File: config.mk
export PLATFORM = sky130hd
export DESIGN_NAME = branch_predictor
export DESIGN_NICKNAME = d
export VERILOG_FILES = /design/src/rtl/branch_pkg.sv /design/src/rtl/sat_counter2.sv /design/src/rtl/branch_predictor.sv
export SDC_FILE = /design/constraint.sdc
export NUM_CORES = 2
export LEC_CHECK = 0
export BUFFER_PORTS_ARGS = -buffer_cell sky130_fd_sc_hd__buf_4
export CORE_MARGIN = 2
export CORE_UTILIZATION = 55
export DETAILED_ROUTE_END_ITERATION = 6
export PLACE_DENSITY = 0.69
export SETUP_SLACK_MARGIN = 0.15
export SYNTH_ARGS = -nofsm -noshare
export SYNTH_HDL_FRONTEND = slang
export SYNTH_SLANG_ARGS = --single-unit
File: constraint.sdc
create_clock -name clk -period 5.2 [get_ports clk]
set_input_delay 0 -clock clk [delete_from_list [all_inputs] [get_ports clk]]
set_output_delay 0 -clock clk [all_outputs]
set_load 0.005 [all_outputs]
File: src/rtl/branch_pkg.sv
// Shared branch definitions.
// Provides the branch_operation encoding used by the execute-stage branch
// logic and the predictor, the default predictor size, and the 2-bit
// saturating counter encodings.
package branch_pkg;

  localparam int unsigned DEFAULT_ENTRIES = 16;

  // Code 3'b111 is intentionally left unnamed; the predictor treats it,
  // like BLTU/BGEU, as an ordinary conditional branch.
  typedef enum logic [2:0] {
    BR_NONE = 3'd0,
    BR_BEQ  = 3'd1,
    BR_BNE  = 3'd2,
    BR_BLT  = 3'd3,
    BR_BGE  = 3'd4,
    BR_BLTU = 3'd5,
    BR_BGEU = 3'd6
  } branch_operation;

  localparam logic [1:0] CNT_WEAK_NT   = 2'b01;
  localparam logic [1:0] CNT_WEAK_T    = 2'b10;
  localparam logic [1:0] CNT_STRONG_T  = 2'b11;
  localparam logic [1:0] CNT_STRONG_NT = 2'b00;

endpackage

File: src/rtl/sat_counter2.sv
// 2-bit saturating up/down counter with parallel load.
// Ports:
//   clk, rst_n   clock, asynchronous active-low reset (resets to weakly not taken)
//   load_i       load load_val_i (highest priority)
//   load_val_i   value to load
//   inc_i/dec_i  count up / down, saturating at 3 / 0
//   cnt_o        current count
module sat_counter2
  import branch_pkg::*;
(
  input  logic       clk,
  input  logic       rst_n,
  input  logic       load_i,
  input  logic [1:0] load_val_i,
  input  logic       inc_i,
  input  logic       dec_i,
  output logic [1:0] cnt_o
);

  logic [1:0] cnt_q;
  logic [1:0] cnt_d;

  always_comb begin
    cnt_d = cnt_q;
    if (load_i) begin
      cnt_d = load_val_i;
    end else if (inc_i && (cnt_q != CNT_STRONG_T)) begin
      cnt_d = cnt_q + 2'd1;
    end else if (dec_i && (cnt_q != CNT_STRONG_NT)) begin
      cnt_d = cnt_q - 2'd1;
    end
  end

  always_ff @(posedge clk or negedge rst_n) begin
    if (!rst_n) begin
      cnt_q <= CNT_WEAK_NT;
    end else begin
      cnt_q <= cnt_d;
    end
  end

  assign cnt_o = cnt_q;

endmodule

File: src/rtl/branch_predictor.sv
// Direct-mapped branch target predictor with 2-bit saturating counters.
// Fetch side (combinational from registered state):
//   PCF -> PredictTakenF, PredictTargetF
// Execute side (resolution, update, redirect):
//   ValidE, PCE, BranchE, JumpE, ActualTakenE, ActualTargetE, PCPlus4E,
//   PredictedTakenE, PredictedTargetE -> MispredictE, RedirectPC, FlushD, FlushE
// Performance counters: BranchCount, MispredictCount (wrap modulo 2^32).
module branch_predictor
  import branch_pkg::*;
#(
  parameter int unsigned ENTRIES = DEFAULT_ENTRIES,
  parameter int unsigned IDX_W   = $clog2(ENTRIES)
) (
  input  logic        clk,
  input  logic        rst_n,
  input  logic [31:0] PCF,
  output logic        PredictTakenF,
  output logic [31:0] PredictTargetF,
  input  logic        ValidE,
  input  logic [31:0] PCE,
  input  logic [2:0]  BranchE,
  input  logic [1:0]  JumpE,
  input  logic        ActualTakenE,
  input  logic [31:0] ActualTargetE,
  input  logic [31:0] PCPlus4E,
  input  logic        PredictedTakenE,
  input  logic [31:0] PredictedTargetE,
  output logic        MispredictE,
  output logic [31:0] RedirectPC,
  output logic        FlushD,
  output logic        FlushE,
  output logic [31:0] BranchCount,
  output logic [31:0] MispredictCount
);

  localparam int unsigned TAG_W = 32 - IDX_W - 2;

  logic             valid_q  [ENTRIES];
  logic [TAG_W-1:0] tag_q    [ENTRIES];
  logic [31:0]      target_q [ENTRIES];
  logic [1:0]       cnt      [ENTRIES];

  logic [IDX_W-1:0] f_idx, e_idx;
  logic [TAG_W-1:0] f_tag, e_tag;
  logic             f_hit, e_hit;
  logic             resolving, is_jump;

  logic [ENTRIES-1:0] cnt_load, cnt_inc, cnt_dec;
  logic [1:0]         cnt_load_val;
  logic               wr_entry, wr_target;

  logic [31:0] branch_cnt_q, branch_cnt_d;
  logic [31:0] mp_cnt_q, mp_cnt_d;

  // Instructions are word aligned; the low PC bits carry no information.
  logic unused_pc_bits;
  assign unused_pc_bits = ^{PCF[1:0], PCE[1:0]};

  assign f_idx = PCF[IDX_W+1:2];
  assign f_tag = PCF[31:IDX_W+2];
  assign e_idx = PCE[IDX_W+1:2];
  assign e_tag = PCE[31:IDX_W+2];

  // Fetch reads registered state only, so a same-cycle update is seen next cycle.
  assign f_hit          = valid_q[f_idx] && (tag_q[f_idx] == f_tag);
  assign PredictTakenF  = f_hit && cnt[f_idx][1];
  assign PredictTargetF = PredictTakenF ? target_q[f_idx] : '0;

  assign is_jump   = (JumpE != 2'd0);
  assign resolving = ValidE && ((branch_operation'(BranchE) != BR_NONE) || is_jump);
  assign e_hit     = valid_q[e_idx] && (tag_q[e_idx] == e_tag);

  assign MispredictE = resolving &&
                       ((ActualTakenE != PredictedTakenE) ||
                        (ActualTakenE && (PredictedTargetE != ActualTargetE)));
  assign RedirectPC  = ActualTakenE ? ActualTargetE : PCPlus4E;
  assign FlushD      = MispredictE;
  assign FlushE      = MispredictE;

  // Update decode: jumps and tag misses allocate the entry and load the
  // counter; conditional hits just step the counter.
  always_comb begin
    cnt_load     = '0;
    cnt_inc      = '0;
    cnt_dec      = '0;
    cnt_load_val = CNT_WEAK_NT;
    wr_entry     = 1'b0;
    wr_target    = resolving && ActualTakenE;
    if (resolving) begin
      if (is_jump) begin
        wr_entry        = 1'b1;
        cnt_load[e_idx] = 1'b1;
        cnt_load_val    = CNT_STRONG_T;
      end else if (e_hit) begin
        cnt_inc[e_idx] = ActualTakenE;
        cnt_dec[e_idx] = !ActualTakenE;
      end else begin
        wr_entry        = 1'b1;
        cnt_load[e_idx] = 1'b1;
        cnt_load_val    = ActualTakenE ? CNT_WEAK_T : CNT_WEAK_NT;
      end
    end
  end

  always_ff @(posedge clk or negedge rst_n) begin
    if (!rst_n) begin
      for (int unsigned i = 0; i < ENTRIES; i++) begin
        valid_q[i]  <= 1'b0;
        tag_q[i]    <= '0;
        target_q[i] <= '0;
      end
    end else begin
      if (wr_entry) begin
        valid_q[e_idx] <= 1'b1;
        tag_q[e_idx]   <= e_tag;
      end
      if (wr_target) begin
        target_q[e_idx] <= ActualTargetE;
      end
    end
  end

  for (genvar g = 0; g < ENTRIES; g++) begin : g_cnt
    sat_counter2 u_cnt (
      .clk        (clk),
      .rst_n      (rst_n),
      .load_i     (cnt_load[g]),
      .load_val_i (cnt_load_val),
      .inc_i      (cnt_inc[g]),
      .dec_i      (cnt_dec[g]),
      .cnt_o      (cnt[g])
    );
  end

  always_comb begin
    branch_cnt_d = branch_cnt_q + (resolving ? 32'd1 : 32'd0);
    mp_cnt_d     = mp_cnt_q + (MispredictE ? 32'd1 : 32'd0);
  end

  always_ff @(posedge clk or negedge rst_n) begin
    if (!rst_n) begin
      branch_cnt_q <= '0;
      mp_cnt_q     <= '0;
    end else begin
      branch_cnt_q <= branch_cnt_d;
      mp_cnt_q     <= mp_cnt_d;
    end
  end

  assign BranchCount     = branch_cnt_q;
  assign MispredictCount = mp_cnt_q;

endmodule

==> results.md <==
Setup path:
- In this run the worst path has a maximum fanout of 33.
- The arrival time at the worst endpoint is 4420 ps.
- The kind of launch point of the worst setup path is a register.
- The critical path class is reg -> out.
- The worst register-to-register path has a setup slack of around 1000 ps.
- STA puts the critical path data required time at between 5000 and 6000 ps.
- In this run the critical register-to-register path is captured at tag_q[195].
- The beginning of the worst register-to-register path is tag_q[123].
- For the worst flop-to-flop path, the logic depth is 10.
- The kind of end point of the critical path is an output port.

Synth:
- Counting every net in the synthesized netlist gives roughly 3800.
- The synthesized design contains 0 enable-type register cells.
- The proportion of synthesized chip area in sequential cells is between 40% and 50%.
- The average footprint of a synthesized cell is around 15 um^2.
- In this run, synthesis produced a sequential element count of 1040.
- In this run the cell area of the synthesized design comes to about 53000 um^2.
- The share of synthesized registers carrying an async set or reset is 100%.
- In this run, distinct cell masters in the synthesized netlist total 74.
- The most used flip-flop cell after synthesis is sky130_fd_sc_hd__dfrtp_1.
- The instance count of the mapped netlist is 3604.
- Yosys printed 0 warnings.

Detailed routing:
- The top layer reached by signal wires is met5.
- After detailed routing, the number of remaining DRC violations is 0.
- The detailed router placed between 30000 and 40000 vias in this run.
- The routed length on met3 is 10500 um.
- The wire length on met2 is just over 70000 um.
- The total iterations of the first detailed-routing run is 7.
- The met1 wire length is approximately 62000 um.
- The total routed wirelength is between 100000 and 150000 um.
- The count of nets left with antenna violations once routing finished came out at 0.
- The routed via count divided by cell count is roughly 6.5.
- For this block, the initial DRC count from the detailed router was between 2000 and 3000.
- The routed wire length per instance is 28.5 um.

Power and ir drop:
- The switching portion of total power is a little over a quarter.
- Internal power comes to 0.0174 W.
- The ratio of total power to cell area is a little under 400 nW/um^2.
- VDD sags by at most roughly 0.33 mV.
- The standby leakage power is around 26 nW.
- The reported net switching power is 0.00638 W.
- The clock share of power is between 30 and 40%.
- The part of the total power dissipated in combinational logic is between 10% and 20%.
- The fraction of power consumed by sequential logic is a little under half.

Global routing:
- The pin count of the biggest net entering global routing is between 150 and 200.
- Global routing used 30.8% of the available tracks across all layers.
- The first global-routing pass estimated between 200000 and 250000 um of wire.
- For this run the aggregate overflow at the end of global routing stands at 0.
- The number of global-route vias before repair is between 30000 and 40000.
- The number of antenna violations at the first check in global routing is 4.

Placed design:
- The total of buffers placed on input and output ports is approximately 300.
- The congestion estimate from routability-driven global placement came to approximately 0.89.
- The final HPWL from detailed placement is about 93000 um.
- The worst setup timing slack at the placement stage is ~630 ps.

Run:
- Max-cap violations in this run came to 0.

Clocking:
- Clock latency on the worst-skew pair, taken at its later pin, is roughly 710 ps.
- The number of buffers created by CTS is roughly 110.
- The number of clock sinks is 1040.
- Gates resized during post-CTS repair numbered 0.
- In this run the number of H-tree levels came out at 3.
- The clock tree from TritonCTS is built.
- The maximum root-to-sink buffer count is 3.
- After clock tree synthesis, the clock-pin slew on the worst setup and hold paths is around 60 ps.
- The root buffer cell chosen for the clock tree is sky130_fd_sc_hd__clkbuf_16.

Min path:
- The startpoint of the lowest-slack hold path is ValidE.
- In this run the worst hold path is classified as in -> reg.
- The worst hold path terminates at g_cnt[1].u_cnt.cnt_o[1].
- Along the worst hold path, the cell count comes to 5.

Die:
- The die span in y is 313 um.
- The die outline width is between 300 and 400 um.
- The starting density of the core is ~55%.
- The number of rows created at floorplan is 113.
- The die area is between 90000 and 100000 um^2.
- In this run the standard cell core region covers around 95000 um^2.
- Pin placement for this block handled ~300 I/O pins.

STA:
- The actual slew at the worst max-slew pin is 1390 ps.
- The smallest clock period supported by the final layout is computed as around 4400 ps.
- Setup violations remaining at the end of the flow were counted as 0.
- The count of endpoints failing hold in the final timing report came to 0.
- The final critical-path share of the clock period is a little under nine tenths.
- The number of pins with negative max-slew slack in the final report is 0.
- The total negative setup slack is 0 ps.
- The hold slack is between 60 and 70 ps.
- Based on the critical path, the design can be clocked at up to 226 MHz.
- Setup repair after global routing left no endpoint under its margin.
- On the final layout, the worst clock skew is around 33 ps.
- In the post-route analysis, the smallest setup slack over all paths is roughly 780 ps.
- Measured against its own limit, the worst slew margin works out to slightly below 7%.

Cells and area:
- At the end of the flow the core is filled with cells to 64.1%.
- Cells with a size suffix above 1 make up ~43% of the layout.
- In the final design database the tool counted slightly above 4000 nets.
- Counting the fill cells in the layout gives 6826.
- The synthesis-to-finish area growth is 15.7%.

Status:
- The run finished with clean final reports.
[kinds of logic (layout without fill, tap and decap cells)]
group,Yosys count,count (layout),share of synthesized area (%)
muxes,1418,1418,38.1
adders and majority gates,4,4,0.0952
AOI/OAI and AO/OA,225,225,2.85
buffers and inverters,347,700,2.91
and+or+nand+nor,429,429,4.21
xor gates and xnor gates,141,141,2.35
other,0,2,0
DFF,1040,1040,49.5
[through the flow]
step           instances  cell area, um^2  power (W)
2_1_floorplan       3604            52600     0.0141
3_3_place_gp        4957            56400     0.0153
3_5_place_dp        4957            56400     0.0157
4_1_cts             5222            60800     0.0239
5_1_grt             5223            60800     0.0248
6_report            5224            60900     0.0238
[metal layers]
| metal | track usage [%] | vias up |
|---|---|---|
| li1 | - | 14024 |
| met1 | 42.5 | 18135 |
| met2 | 49.4 | 1302 |
| met3 | 6.40 | 297 |
| met4 | 9.67 | 4 |
| met5 | 0 | - |
[worst max path at each step]
stage / from / endpoint / slack, ps / depth (start not counted)
CTS: tag_q[114] / PredictTargetF[29] / 730 / 10
global route: JumpE[1] / MispredictCount[29] / 710 / 16
floorplan: PCE[3] / tag_q[89] / 1960 / 15
detailed placement: PCE[5] / tag_q[185] / 630 / 13
finish: tag_q[192] / PredictTargetF[4] / 780 / 10
global placement: PCE[5] / tag_q[184] / 680 / 13
[registers in the layout, summed over array words and instances, names as in the netlist]
signal,flops
g_cnt.u_cnt.cnt_o,32
BranchCount,32
target_q,512
MispredictCount,32
tag_q,416
valid_q,16
[cell usage in the layout (no fill, tap or decap), drive strengths merged, types with 23 or more instances in the layout]
master	n
a21oi	64
a22oi	26
buf	411
clkbuf	167
dfrtp	1024
dlygate4sd3	65
inv	26
mux2	965
mux2i	89
mux4	364
nand2	94
nand3	38
nand4	24
nor2	104
nor2b	44
nor3	24
o21ai	26
o22ai	23
xnor2	86
xor2	55
[Yosys cell counts (9+ instances only)]
master	number	area share [%]
sky130_fd_sc_hd__mux2i_1	89	1.7
sky130_fd_sc_hd__a211oi_1	9	0.13
sky130_fd_sc_hd__dfrtp_1	1024	49
sky130_fd_sc_hd__xor2_1	55	0.92
sky130_fd_sc_hd__nor4_1	15	0.18
sky130_fd_sc_hd__mux2_4	13	0.37
sky130_fd_sc_hd__nor2b_1	44	0.52
sky130_fd_sc_hd__buf_6	13	0.28
sky130_fd_sc_hd__nor3_1	22	0.21
sky130_fd_sc_hd__xnor2_1	86	1.4
sky130_fd_sc_hd__and3_1	19	0.23
sky130_fd_sc_hd__mux2_2	673	14
sky130_fd_sc_hd__o2bb2ai_1	11	0.18
sky130_fd_sc_hd__buf_1	55	0.39
sky130_fd_sc_hd__a21oi_1	64	0.61
sky130_fd_sc_hd__nor2_2	15	0.18
sky130_fd_sc_hd__nand4_1	24	0.29
sky130_fd_sc_hd__nand2_1	94	0.67
sky130_fd_sc_hd__o21ai_0	26	0.25
sky130_fd_sc_hd__nor2_1	89	0.64
sky130_fd_sc_hd__or2_1	16	0.19
sky130_fd_sc_hd__mux4_2	364	16
sky130_fd_sc_hd__a22oi_1	26	0.37
sky130_fd_sc_hd__o22ai_1	23	0.27
sky130_fd_sc_hd__a31oi_1	11	0.13
sky130_fd_sc_hd__buf_2	33	0.31
sky130_fd_sc_hd__dfstp_2	16	0.80
sky130_fd_sc_hd__buf_4	23	0.33
sky130_fd_sc_hd__clkbuf_1	199	1.4
sky130_fd_sc_hd__mux2_1	279	6.0
sky130_fd_sc_hd__nand3_1	38	0.36
sky130_fd_sc_hd__inv_1	22	0.16
sky130_fd_sc_hd__nand2b_1	14	0.17
[timing repair]
action	4_1_cts	5_1_grt
endpoints found under the hold margin	1026	0
hold buffers	65	0
setup buffers	0	0
[worst max-delay path: stages, from the launching register on]
cell and delay, ps:
sky130_fd_sc_hd__dfrtp_1 400, sky130_fd_sc_hd__mux4_2 470, sky130_fd_sc_hd__mux4_2 480, sky130_fd_sc_hd__xnor2_1 420
sky130_fd_sc_hd__nand4_1 450, sky130_fd_sc_hd__nor4_1 390, sky130_fd_sc_hd__buf_4 190, sky130_fd_sc_hd__nand4_1 140
sky130_fd_sc_hd__buf_12 260, sky130_fd_sc_hd__nor2b_1 300, sky130_fd_sc_hd__buf_4 180
[area by class of cell]
| class | instances | area (um^2) | area share [%] |
|---|---|---|---|
| inverter | 23 | 86.3 | 0.142 |
| tap | 1265 | 1580 | 2.60 |
| multi-input combinational | 2217 | 25200 | 41.4 |
| timing repair buffer | 477 | 4200 | 6.90 |
| antenna | 2 | 5.00 | 0.00822 |
| clock inverter | 34 | 463 | 0.761 |
| sequential | 1040 | 26000 | 42.8 |
| clock buffer | 166 | 3290 | 5.40 |
[power groups by stage]
stage          Sequential, W  Combinational, W  Clock (W)
6_report              0.0110           0.00474    0.00810
5_1_grt               0.0111           0.00509    0.00857
3_5_place_dp          0.0110           0.00468          0
4_1_cts               0.0109           0.00476    0.00823
2_1_floorplan         0.0106           0.00344          0
3_3_place_gp          0.0108           0.00450          0
Note: power is estimated with default switching activity, not from simulation.
